### config.mk
export PLATFORM = sky130hd
export DESIGN_NAME = uart_cmd_sender
export DESIGN_NICKNAME = d
export VERILOG_FILES = /design/src/rtl/uart_cmd_sender.sv
export SDC_FILE = /design/constraint.sdc
export NUM_CORES = 1
export LEC_CHECK = 0
export BUFFER_PORTS_ARGS = -buffer_cell sky130_fd_sc_hd__buf_2
export CORE_MARGIN = 2
export CORE_UTILIZATION = 59
export DETAILED_ROUTE_END_ITERATION = 10
export PLACE_DENSITY = 0.81
export SYNTH_ARGS = -nofsm -noshare
export SYNTH_HDL_FRONTEND = slang
export SYNTH_SLANG_ARGS = --single-unit
### constraint.sdc
create_clock -name clk -period 3.7 [get_ports clk]
set_clock_uncertainty 0.05 [all_clocks]
set_input_delay 0.74 -clock clk [delete_from_list [all_inputs] [get_ports clk]]
set_output_delay 0.74 -clock clk [all_outputs]
set_load 0.05 [all_outputs]
### src/rtl/uart_cmd_sender.sv
// uart_cmd_sender: host-side initiator of the glitcher configuration byte
// protocol. A start strobe snapshots the pulse parameters. The block then
// streams the selected command/argument bytes to a byte-level UART transmitter
// using a data / one-cycle-enable / busy handshake.
//
// Burst layout as ten fixed slots. Unselected fields are skipped by the slot
// search, so the byte index is always a slot number.
//   slot 0..2 : 0x00, delay[15:8], delay[7:0]
//   slot 3..4 : 0x01, width
//   slot 5..6 : 0x02, num_pulses
//   slot 7..9 : 0x03, spacing[15:8], spacing[7:0]
module uart_cmd_sender (
  input  logic        clk,
  input  logic        rst,
  input  logic        start_i,
  input  logic [3:0]  send_mask_i,
  input  logic [15:0] delay_i,
  input  logic [7:0]  width_i,
  input  logic [7:0]  num_pulses_i,
  input  logic [15:0] pulse_spacing_i,
  input  logic        tx_busy_i,
  output logic [7:0]  tx_data_o,
  output logic        tx_en_o,
  output logic        busy_o,
  output logic        done_o
);

  typedef enum logic [1:0] {
    S_IDLE   = 2'd0,
    S_ISSUE  = 2'd1,
    S_GAP    = 2'd2,
    S_FINISH = 2'd3
  } state_t;

  localparam logic [3:0] SLOT_NONE = 4'd15;

  state_t      r_state;
  state_t      w_state_nxt;

  logic [3:0]  r_mask;
  logic [15:0] r_delay;
  logic [7:0]  r_width;
  logic [7:0]  r_num;
  logic [15:0] r_spacing;
  logic [3:0]  r_slot;

  logic [7:0]  r_tx_data;
  logic        r_tx_en;
  logic        r_busy;
  logic        r_done;

  logic [7:0]  w_tx_data_nxt;
  logic        w_tx_en_nxt;
  logic        w_busy_nxt;
  logic        w_done_nxt;

  logic        w_start_go;
  logic        w_start_empty;
  logic [3:0]  w_first_slot;
  logic [3:0]  w_next_slot;
  logic [7:0]  w_cur_byte;

  // Which mask bit (field) owns a given slot.
  function automatic logic [1:0] slot_field(input logic [3:0] slot);
    logic [1:0] f;
    case (slot)
      4'd0, 4'd1, 4'd2: f = 2'd0;
      4'd3, 4'd4:       f = 2'd1;
      4'd5, 4'd6:       f = 2'd2;
      default:          f = 2'd3;
    endcase
    return f;
  endfunction

  // Lowest selected slot at or above 'from'; SLOT_NONE when the burst is over.
  function automatic logic [3:0] find_slot(input logic [3:0] mask,
                                           input logic [3:0] from);
    logic [3:0] res;
    res = SLOT_NONE;
    for (int s = 9; s >= 0; s--) begin
      if ((4'(s) >= from) && mask[slot_field(4'(s))]) res = 4'(s);
    end
    return res;
  endfunction

  // Byte carried by a slot, taken from the snapshot.
  function automatic logic [7:0] slot_byte(input logic [3:0]  slot,
                                           input logic [15:0] dly,
                                           input logic [7:0]  wid,
                                           input logic [7:0]  num,
                                           input logic [15:0] spc);
    logic [7:0] b;
    case (slot)
      4'd0:    b = 8'h00;
      4'd1:    b = dly[15:8];
      4'd2:    b = dly[7:0];
      4'd3:    b = 8'h01;
      4'd4:    b = wid;
      4'd5:    b = 8'h02;
      4'd6:    b = num;
      4'd7:    b = 8'h03;
      4'd8:    b = spc[15:8];
      default: b = spc[7:0];
    endcase
    return b;
  endfunction

  assign w_start_go    = start_i && (send_mask_i != 4'd0);
  assign w_start_empty = start_i && (send_mask_i == 4'd0);
  assign w_first_slot  = find_slot(send_mask_i, 4'd0);
  assign w_next_slot   = find_slot(r_mask, r_slot + 4'd1);
  assign w_cur_byte    = slot_byte(r_slot, r_delay, r_width, r_num, r_spacing);

  // State register; reset abandons any burst in progress.
  always_ff @(posedge clk or posedge rst) begin
    if (rst) r_state <= S_IDLE;
    else     r_state <= w_state_nxt;
  end

  // Next-state logic. GAP lasts exactly one cycle and ignores tx_busy_i to
  // cover the transmitter's busy-assert latency.
  always_comb begin
    w_state_nxt = r_state;
    case (r_state)
      S_IDLE:   if (w_start_go) w_state_nxt = S_ISSUE;
      S_ISSUE:  if (!tx_busy_i) w_state_nxt = S_GAP;
      S_GAP:    w_state_nxt = (w_next_slot != SLOT_NONE) ? S_ISSUE : S_FINISH;
      S_FINISH: if (!tx_busy_i) w_state_nxt = S_IDLE;
      default:  w_state_nxt = S_IDLE;
    endcase
  end

  // Next values of the registered outputs.
  always_comb begin
    w_tx_data_nxt = r_tx_data;
    w_tx_en_nxt   = 1'b0;
    w_busy_nxt    = r_busy;
    w_done_nxt    = 1'b0;
    case (r_state)
      S_IDLE: begin
        if (w_start_go)    w_busy_nxt = 1'b1;
        if (w_start_empty) w_done_nxt = 1'b1;
      end
      S_ISSUE: begin
        if (!tx_busy_i) begin
          w_tx_data_nxt = w_cur_byte;
          w_tx_en_nxt   = 1'b1;
        end
      end
      S_FINISH: begin
        if (!tx_busy_i) begin
          w_busy_nxt = 1'b0;
          w_done_nxt = 1'b1;
        end
      end
      default: ;
    endcase
  end

  // Output registers.
  always_ff @(posedge clk or posedge rst) begin
    if (rst) begin
      r_tx_data <= 8'h00;
      r_tx_en   <= 1'b0;
      r_busy    <= 1'b0;
      r_done    <= 1'b0;
    end else begin
      r_tx_data <= w_tx_data_nxt;
      r_tx_en   <= w_tx_en_nxt;
      r_busy    <= w_busy_nxt;
      r_done    <= w_done_nxt;
    end
  end

  // Parameter snapshot (only taken from IDLE) and current slot pointer.
  always_ff @(posedge clk or posedge rst) begin
    if (rst) begin
      r_mask    <= 4'd0;
      r_delay   <= 16'd0;
      r_width   <= 8'd0;
      r_num     <= 8'd0;
      r_spacing <= 16'd0;
      r_slot    <= 4'd0;
    end else if ((r_state == S_IDLE) && w_start_go) begin
      r_mask    <= send_mask_i;
      r_delay   <= delay_i;
      r_width   <= width_i;
      r_num     <= num_pulses_i;
      r_spacing <= pulse_spacing_i;
      r_slot    <= w_first_slot;
    end else if ((r_state == S_GAP) && (w_next_slot != SLOT_NONE)) begin
      r_slot    <= w_next_slot;
    end
  end

  assign tx_data_o = r_tx_data;
  assign tx_en_o   = r_tx_en;
  assign busy_o    = r_busy;
  assign done_o    = r_done;

endmodule
==> metrics.txt <==
number of instances in the synthesized netlist 406; Clock Pin Slew Worst Setup and Hold Paths 80 ps; count of hold buffers inserted by post-cts repair 0; initial antenna violation count 0; fill cell total of the finished layout 456; worst path arrival time 2640 ps; power per cell area 901 nW/um2; ANT nets after route 0; VDD IR max 0.613 mV; mean post-synth cell area 8.55 um2; core utilization of the finished layout 72.3%; area growth from synthesis to final layout 16.8%; largest area contributor in the netlist sky130_fd_sc_hd__dfrtp_1; RSZ-0062 raised after global routing false; register area 1730 um2; CTS tree done; IO Port Bufs 66; number of different library cells in the post-synthesis netlist 45; total count of max-transition violations in the final report 0; number of nets in the layout 535; Setup CP Type reg2reg; met3 Use GR 8.20%; share of the synthesized area in the top cell type 49.7%; wire length per cell 15.1 um; I/O pin cnt 67; number of remaining DRC errors 0; number of clock buffers inserted by TritonCTS 9; Detail Placement HPWL 5760 um; die outline height 80.7 um; clk sinks 69; floorplan die width 80.7 um; drt initial violations 278; Non-Filler Instances 545; Vias per Instance 5.69; post-CTS setup buffers 0; setup slack of the worst register-to-register path 1280 ps; met1 Track Usage GR 39.5%; maxcap violations 0; ratio of cells with drive above 1 in the final layout 20.3%; number of synthesized register bits 69; area of the core region 5610 um2; cell types with the highest counts after synthesis 170 x sky130_fd_sc_hd__nand2_1, 69 x sky130_fd_sc_hd__dfrtp_1, 25 x sky130_fd_sc_hd__a21oi_1; overall die area 6510 um2; standard-cell rows 27; wire length reported by the detailed router 8210 um; flip-flop cell with the highest count after synthesis sky130_fd_sc_hd__dfrtp_1; Multi-input gate area 1640 um2; maximum net fanout on the critical path 37; Resized Gates After CTS 0; Syn Std Cell Area 3470 um2; cell at the root of the clock tree sky130_fd_sc_hd__clkbuf_8; vias after detailed routing 3099; sequential share of the synthesized area 49.7%; Overflow after GRT 0; top cells by area in the synthesized netlist sky130_fd_sc_hd__dfrtp_1 50%, sky130_fd_sc_hd__nand2_1 18%, sky130_fd_sc_hd__ha_1 4.0%, sky130_fd_sc_hd__a21oi_1 3.6%, sky130_fd_sc_hd__o21ai_0 3.2%; global routing's busiest layer met2; count of placed standard cells including taps 529; synthesized netlist net count 473; total of endpoints with negative setup slack in the final report 0; min-delay worst type in2async; number of enable flip-flop cells after synthesis 0; leading cell type by number of instances after synthesis sky130_fd_sc_hd__nand2_1; Slew @ Worst Pin 915 ps; Final Hold Fails 0; proportion of register bits with asynchronous set or reset after synthesis 100%; number of warnings issued by yosys 0; Max-Slew Margin vs Limit 38.9%; CP required 3920 ps; Initial Utilization 61.9%; critical path startpoint category flip-flop; total iterations of the first detailed-routing run 5; placer's final routability congestion estimate 0.888; leakage power 0.00211 uW; final critical-path required period 2420 ps; global-route met2 utilization 42.2%; via count of the first global-routing pass 2830; largest net degree at the start of global routing 56; total negative slack 0 ps; Critical Path Sink Type flip-flop; global-route usage over all layers 27.7%; H-Tree Level Count 3; outcome complete, no violations; period utilisation layout 65.4%; maximum buffer depth of the clock tree 2; global-route wire length before repair 13600 um; overall power consumption 3650 uW; achievable frequency 414 MHz; number of diodes 0; source-to-sink clock delay at the later pin of the worst-skew pair 350 ps
## placed cells by master, fill, tap and decap left out, drive strengths merged, types with 4 or more instances in the layout
master  count
inv        11
a32oi       6
dfrtp      69
nand2b      4
buf        70
nor2        9
nor3        6
nand2     170
clkbuf     10
a22o        8
a21oi      25
o21a        5
ha         11
o21ai      22
## logic make-up (layout without fill, tap and decap cells)
logic type               count (synthesis)  after routing  share of synthesized area, %
buffers and inverters                   28             95                          3.57
flip-flops                              69             69                          49.7
AO/OA/AOI/OAI                           90             90                          17.4
XOR/XNOR                                 3              3                         0.974
adder cells (fa/ha/maj)                 11             11                          3.97
AND/OR/NAND/NOR                        205            205                          24.3
## where the power goes
| part | internal [uW] | switching, uW | leakage [uW] |
|---|---|---|---|
| combinational | 607 | 1020 | 0.00114 |
| clock | 334 | 302 | 0.000103 |
| sequential | 1100 | 287 | 0.000862 |
| total | 2040 | 1610 | 0.00211 |
## state kept, by name, indices dropped and copies added (netlist names)
register and cells:
r_delay 16, r_spacing 16, r_num 8, r_width 8, tx_data_o 8, r_mask 4
r_slot 4, r_state 2, busy_o 1, done_o 1, tx_en_o 1
## worst max-delay path, stage by stage, from the launching register on
cell	delay [ps]
sky130_fd_sc_hd__dfrtp_1	430
sky130_fd_sc_hd__inv_1	100
sky130_fd_sc_hd__ha_1	280
sky130_fd_sc_hd__nand2_1	160
sky130_fd_sc_hd__a21oi_4	720
sky130_fd_sc_hd__buf_4	370
sky130_fd_sc_hd__a21oi_1	70
sky130_fd_sc_hd__a21oi_1	150
## layer usage
layer	part of all wire, %	up-vias
met1	47	1474
met5	0	-
met4	0.45	0
met2	44	128
li1	-	1493
met3	7.9	4
## per-stage QoR
step	worst slack [ps]	hold WS (ps)	area [um2]
2_1_floorplan	1170	388	3470
3_3_place_gp	1360	408	3850
3_5_place_dp	1290	414	3850
4_1_cts	1280	306	4050
5_1_grt	1050	322	4050
6_report	1280	304	4050
## area by class of cell
type                    count  share of cell area, %
clock buffers              10                   3.40
repair buffers             70                   8.89
clock inverters             6                   1.70
flip-flops and latches     69                   42.6
well taps                  72                   2.22
inverters                   9                  0.833
multi-input cells         309                   40.4
## path summary, 6_finish.rpt
check,startpoint,endpoint,cells past startpoint
max,r_state[0],r_slot[0],7
min,rst,r_state[1],2
max reg2reg,r_state[0],r_slot[0],7
min reg2reg,tx_data_o[1],tx_data_o[1],2
max in group asynchronous,rst,r_spacing[3],3
min in group clk,tx_data_o[1],tx_data_o[1],2
No activity file was read; power rests on OpenSTA's default activity.
